[src/rtl/axi_stream_resizer_if.sv]
// AXI4-Stream bundle (tdata/tkeep/tlast, valid/ready); no latency of its own.
// Backpressure rides on tready, driven by the sink through the s modport.
interface axi_stream_resizer_if #(
  parameter int WIDTH = 64
);
  logic [WIDTH-1:0]   tdata;
  logic [WIDTH/8-1:0] tkeep;
  logic               tlast;
  logic               tvalid;
  logic               tready;

  modport m (output tdata, tkeep, tlast, tvalid, input tready);
  modport s (input tdata, tkeep, tlast, tvalid, output tready);
endinterface

[src/rtl/axi_stream_resizer.sv]
// AXI4-Stream width converter: passthrough, zero-latency downsize, or 1-cycle registered upsize.
// Backpressure: downsize holds the input until its final slice leaves; upsize stalls only a completing beat.
module axi_stream_resizer #(
  parameter int IN_WIDTH  = 512,
  parameter int OUT_WIDTH = 256
) (
  input  logic            clk,
  input  logic            rst,
  axi_stream_resizer_if.s in,
  axi_stream_resizer_if.m out
);
  localparam int MAXW = (IN_WIDTH > OUT_WIDTH) ? IN_WIDTH : OUT_WIDTH;
  localparam int MINW = (IN_WIDTH > OUT_WIDTH) ? OUT_WIDTH : IN_WIDTH;
  localparam int R    = MAXW / MINW;
  localparam int CW   = (R > 1) ? $clog2(R) : 1;
  localparam int IKB  = IN_WIDTH / 8;
  localparam int OKB  = OUT_WIDTH / 8;

  if (((IN_WIDTH & (IN_WIDTH - 1)) != 0) || ((OUT_WIDTH & (OUT_WIDTH - 1)) != 0) ||
      (IN_WIDTH < 8) || (OUT_WIDTH < 8) || (R > 16)) begin : g_bad_params
    $error("axi_stream_resizer: widths must be powers of two, >= 8, ratio <= 16");
  end

  if (IN_WIDTH == OUT_WIDTH) begin : g_pass
    assign out.tdata  = in.tdata;
    assign out.tkeep  = in.tkeep;
    assign out.tlast  = in.tlast;
    assign out.tvalid = in.tvalid;
    assign in.tready  = out.tready;

  end else if (IN_WIDTH > OUT_WIDTH) begin : g_down
    logic [CW-1:0] slice_idx;
    logic [CW-1:0] final_idx;
    logic          is_final;

    // Final slice is the highest one carrying any byte; trailing empty slices are skipped.
    always_comb begin
      final_idx = '0;
      for (int s = 0; s < R; s++) begin
        if (|in.tkeep[s*OKB +: OKB]) final_idx = CW'(s);
      end
    end

    assign is_final   = (slice_idx >= final_idx);
    assign out.tdata  = in.tdata[slice_idx*OUT_WIDTH +: OUT_WIDTH];
    assign out.tkeep  = in.tkeep[slice_idx*OKB +: OKB];
    assign out.tlast  = in.tlast & is_final;
    assign out.tvalid = in.tvalid & ~rst;
    assign in.tready  = out.tready & is_final & ~rst;

    always_ff @(posedge clk) begin
      if (rst) begin
        slice_idx <= '0;
      end else if (out.tvalid && out.tready) begin
        slice_idx <= is_final ? '0 : slice_idx + 1'b1;
      end
    end

  end else begin : g_up
    logic [CW-1:0]        lane;
    logic [OUT_WIDTH-1:0] stage_data;
    logic [OKB-1:0]       stage_keep;
    logic [OUT_WIDTH-1:0] word_data;
    logic [OKB-1:0]       word_keep;
    logic [OUT_WIDTH-1:0] out_data;
    logic [OKB-1:0]       out_keep;
    logic                 out_last;
    logic                 out_vld;
    logic                 completing;
    logic                 accept;

    // A completing beat may only enter when the output register is free or draining this cycle.
    assign completing = (lane == CW'(R - 1)) || in.tlast;
    assign in.tready  = ~rst & (~completing | ~out_vld | out.tready);
    assign accept     = in.tvalid & in.tready;

    always_comb begin
      word_data = stage_data;
      word_keep = stage_keep;
      word_data[lane*IN_WIDTH +: IN_WIDTH] = in.tdata;
      word_keep[lane*IKB +: IKB]           = in.tkeep;
    end

    always_ff @(posedge clk) begin
      if (rst) begin
        lane       <= '0;
        stage_data <= '0;
        stage_keep <= '0;
        out_data   <= '0;
        out_keep   <= '0;
        out_last   <= 1'b0;
        out_vld    <= 1'b0;
      end else begin
        if (out_vld && out.tready) out_vld <= 1'b0;
        if (accept) begin
          if (completing) begin
            out_data   <= word_data;
            out_keep   <= word_keep;
            out_last   <= in.tlast;
            out_vld    <= 1'b1;
            lane       <= '0;
            stage_data <= '0;
            stage_keep <= '0;
          end else begin
            stage_data <= word_data;
            stage_keep <= word_keep;
            lane       <= lane + 1'b1;
          end
        end
      end
    end

    assign out.tdata  = out_data;
    assign out.tkeep  = out_keep;
    assign out.tlast  = out_last;
    assign out.tvalid = out_vld;
  end
endmodule

[src/flat_wrapper.sv]
// flat-port wrapper written by rule: the top's interface ports become plain ports
module axi_stream_resizer_flat 
#(
  parameter int IN_WIDTH  = 512,
  parameter int OUT_WIDTH = 256
)
  (clk, rst, in_tdata, in_tkeep, in_tlast, in_tvalid, in_tready, out_tdata, out_tkeep, out_tlast, out_tvalid, out_tready);
  axi_stream_resizer_if #(.WIDTH(512)) in_i ();
  axi_stream_resizer_if #(.WIDTH(256)) out_i ();
  input  logic clk;
  input  logic rst;
  input wire logic [$bits(in_i.tdata)-1:0] in_tdata;
  input wire logic [$bits(in_i.tkeep)-1:0] in_tkeep;
  input wire logic [$bits(in_i.tlast)-1:0] in_tlast;
  input wire logic [$bits(in_i.tvalid)-1:0] in_tvalid;
  output wire logic [$bits(in_i.tready)-1:0] in_tready;
  output wire logic [$bits(out_i.tdata)-1:0] out_tdata;
  output wire logic [$bits(out_i.tkeep)-1:0] out_tkeep;
  output wire logic [$bits(out_i.tlast)-1:0] out_tlast;
  output wire logic [$bits(out_i.tvalid)-1:0] out_tvalid;
  input wire logic [$bits(out_i.tready)-1:0] out_tready;
  assign in_i.tdata = in_tdata;
  assign in_i.tkeep = in_tkeep;
  assign in_i.tlast = in_tlast;
  assign in_i.tvalid = in_tvalid;
  assign in_tready = in_i.tready;
  assign out_tdata = out_i.tdata;
  assign out_tkeep = out_i.tkeep;
  assign out_tlast = out_i.tlast;
  assign out_tvalid = out_i.tvalid;
  assign out_i.tready = out_tready;
  axi_stream_resizer #(.IN_WIDTH(IN_WIDTH), .OUT_WIDTH(OUT_WIDTH)) u_core (.clk(clk), .rst(rst), .in(in_i), .out(out_i));
endmodule
[config.mk]
export PLATFORM = sky130hd
export DESIGN_NAME = axi_stream_resizer_flat
export DESIGN_NICKNAME = d
export VERILOG_FILES = /design/src/rtl/axi_stream_resizer_if.sv /design/src/rtl/axi_stream_resizer.sv /design/src/flat_wrapper.sv
export SDC_FILE = /design/constraint.sdc
export NUM_CORES = 1
export LEC_CHECK = 0
export CAP_MARGIN = 25
export CELL_PAD_IN_SITES_DETAIL_PLACEMENT = 1
export CELL_PAD_IN_SITES_GLOBAL_PLACEMENT = 2
export CORE_AREA = 2 2 342 344
export CTS_CLUSTER_DIAMETER = 60
export DETAILED_ROUTE_END_ITERATION = 10
export DIE_AREA = 0 0 344 346
export PLACE_DENSITY = 0.54
export SETUP_SLACK_MARGIN = 0.02
export SLEW_MARGIN = 5
export SYNTH_ARGS = -nofsm -noshare
export SYNTH_HDL_FRONTEND = slang
export SYNTH_SLANG_ARGS = --single-unit
[constraint.sdc]
create_clock -name clk -period 1.4 [get_ports clk]
set_input_delay 0.14 -clock clk [delete_from_list [all_inputs] [get_ports clk]]
set_output_delay 0.14 -clock clk [all_outputs]
set_load 0.005 [all_outputs]
==> metrics.md <==
| Metric | Value |
|---|---|
| Post-synthesis mux area share | `86.92%` |
| Initial Utilization | `3.233%` |
| # placed instances | `2,763` |
| Wire length per cell | `33.09 um` |
| Sequential-to-total area share from yosys stat | `0.5366%` |
| Switching pwr | `2.982 mW` |
| Placed Area | `14,260 um2` |
| Largest regs | `u_core.g_down.slice_idx x1` |
| R2r setup slk | `-160 ps` |
| Mapped Cells | `340` |
| Arrival @ worst endpoint | `1610 ps` |
| Max Slew Vio Count | `0` |
| Startpoint Class | `register` |
| GR Overflow Total | `0` |
| Internal power | `4.546 mW` |
| Fraction of the mapped netlist area in compound gates | `0.6036%` |
| Seq pwr share | `0.6%` |
| CP required | `1260 ps` |
| Area occupied by multi-input gates | `4344 um2` |
| Yosys reg bits | `1` |
| Most frequent cells in the layout | `clkdlybuf4s50_1 (547), buf_6 (249), mux2_4 (237)` |
| Antenna violation net count after detailed routing | `0` |
| Xor/xnor cell area share of the yosys netlist | `0%` |
| Max_cap viols | `0` |
| DR vias/cell | `2.650` |
| Simple-gate portion of the synthesized area | `2.347%` |
| Antenna violations before repair | `40` |
| DR vias | `7,701` |
| Comb power frac | `99.4%` |
| Total power | `7.527 mW` |
| HP Class | `in -> out` |
| Top Ports | `872` |
| Die W | `344 um` |
| Crit-path max FO | `9` |
| HP Start | `in_tkeep[39]` |
| Layout area overhead | `373.0%` |
| Fmax | `0.5720 GHz` |
| Post-Synth Adder-Cell Area | `0%` |
| Largest reg by FF count | `u_core.g_down.slice_idx` |
| Number of port buffers | `871` |
| Largest family of logic cells by synthesized area | `multiplexers` |
| DRT iter0 DRCs | `281` |
| PwrDens | `426.5 nW/um2` |
| Vias in the first global route | `8,467` |
| Critical path capture point type | `output port` |
| Share of cells above drive strength 1 | `56.46%` |
| Failing checks | `setup timing` |
| Leakage Power | `7.335 nW` |
| Crit path kind | `reg -> out` |
| Filler Cells Inserted | `13,420` |
| Clk slew on worst S/H paths | `0 ps` |
| Synthesized net count | `921` |
| Pre-antenna DRT Iters | `4` |
| Site Rows | `125` |
| Max reg flops | `1` |
| Synth warn | `0` |
| Worst flop-to-flop path startpoint | `u_core.g_down.slice_idx` |
| Largest net degree at the start of global routing | `49` |
| Minimum clock period | `1748 ps` |
| Crit path from | `u_core.g_down.slice_idx` |
| Finished Layout Cells | `2,906` |
| Sequential cell area | `23.77 um2` |
| Commonest non-fill, non-tap cell in the layout | `clkdlybuf4s50_1` |
| Unrepaired setup endpoints after global routing | `yes` |
| TNS Setup | `-49,800 ps` |
| Netlist cell types | `15` |
| Worst Clk Skew | `0 ps` |
| Final hold violations | `0` |
| First-pass GRT wire length | `111,800 um` |
| Status | `complete, but fails checks` |
| Core Box Area | `115,400 um2` |
| Clock latency on the worst-skew pair | `0 ps` |
| Setup Viol. Count Final | `288` |
| Slew @ Worst Pin | `285.9 ps` |
| WHS | `651.5 ps` |
| Syn avg cell area | `10.97 um2` |
| Die area | `119,000 um2` |
| Final nets | `1,952` |
| Peak VDD IR | `0.0001650 V` |
| RePlAce Congestion | `0.9425` |
| HPWL after DPL | `85,580 um` |
| Sw frac | `39.61%` |
| GRT Util Overall | `14.99%` |
| Worst slew margin | `80.94%` |
| DR DRC count | `0` |
| Die Y-Extent | `346 um` |
| Worst setup margin | `-348.3 ps` |
| Final Cycle Share | `124.9%` |
| Finished Cell Area | `17,650 um2` |
| Clk pwr share | `0%` |
| Final WL | `96,160 um` |
| Mapped cell area | `3731 um2` |
-- kinds of logic (layout without fill, tap and decap cells) --
| group | count (synthesis) | after routing |
|---|---|---|
| AO/OA/AOI/OAI | 3 | 3 |
| buffers and inverters | 33 | 1062 |
| AND/OR/NAND/NOR | 15 | 15 |
| multiplexers | 288 | 288 |
| flip-flops | 1 | 1 |
| other | 0 | 13 |
-- through the flow --
stage               util, %  setup WS, ps
CTS                   13.47        -350.5
global route          15.27        -352.3
detailed placement    12.35        -921.1
global placement      12.35        -981.3
floorplan                 -         222.2
finish                15.29        -348.3
-- layout make-up --
class,instances,area share [%]
sequential,1,0.1347
multi-input combinational,306,24.61
inverter,1,0.02127
timing repair buffer,1061,64.24
antenna,13,0.1843
tap,1524,10.80
-- Yosys cell counts --
cell | instances | area (um2)
nand4_1 | 2 | 12.51
o211a_1 | 1 | 10.01
buf_6 | 31 | 349.1
nand2_1 | 1 | 3.750
o21ai_1 | 1 | 5.000
or3_1 | 1 | 6.260
dfxtp_1 | 1 | 20.02
nor2b_1 | 1 | 6.260
nand3_1 | 1 | 5.000
buf_2 | 1 | 5.000
nor4_1 | 8 | 50.05
mux2_2 | 288 | 3243
inv_1 | 1 | 3.750
nor2_1 | 1 | 3.750
o21a_1 | 1 | 7.510
-- worst max-delay path, stage by stage (launching register included) --
cell and delay [ps]:
dfxtp_4 440, clkbuf_16 240, buf_4 130, buf_4 120, mux2_2 350, clkdlybuf4s15_2 300
-- final timing paths --
kind                                  end  cells after the start
setup / recovery           out_tdata[154]                      5
hold / removal               out_tkeep[7]                      3
setup reg to reg  u_core.g_down.slice_idx                      6
hold reg to reg   u_core.g_down.slice_idx                      6
-- per-layer routing --
metal | track usage, % | share of wire [%] | vias to the layer above
met5 | 0 | 0.22 | -
met4 | 0 | 0.62 | 30
met3 | 4.216 | 7.3 | 60
met2 | 27.37 | 51 | 511
met1 | 18.31 | 41 | 3707
li1 | - | - | 3393
-- power by group through the flow --
stage | Combinational (mW) | Sequential (mW) | Clock (mW)
2_1_floorplan | 1.29 | 0.0339 | 0
3_3_place_gp | 6.02 | 0.0342 | 0
3_5_place_dp | 6.02 | 0.0342 | 0
4_1_cts | 6.70 | 0.0375 | 0
5_1_grt | 7.83 | 0.0421 | 0.0000000955
6_report | 7.49 | 0.0418 | 0.00000138
-- timing repair --
| action | CTS | global route |
|---|---|---|
| setup buffers | 59 | 65 |
| resized for setup | 824 | 500 |
| endpoints found under the setup margin | 290 | 286 |
| pin swaps | 12 | 8 |
| gates cloned | 12 | 15 |
| hold buffers | 0 | 0 |
Power figures use the tool's default switching activity.
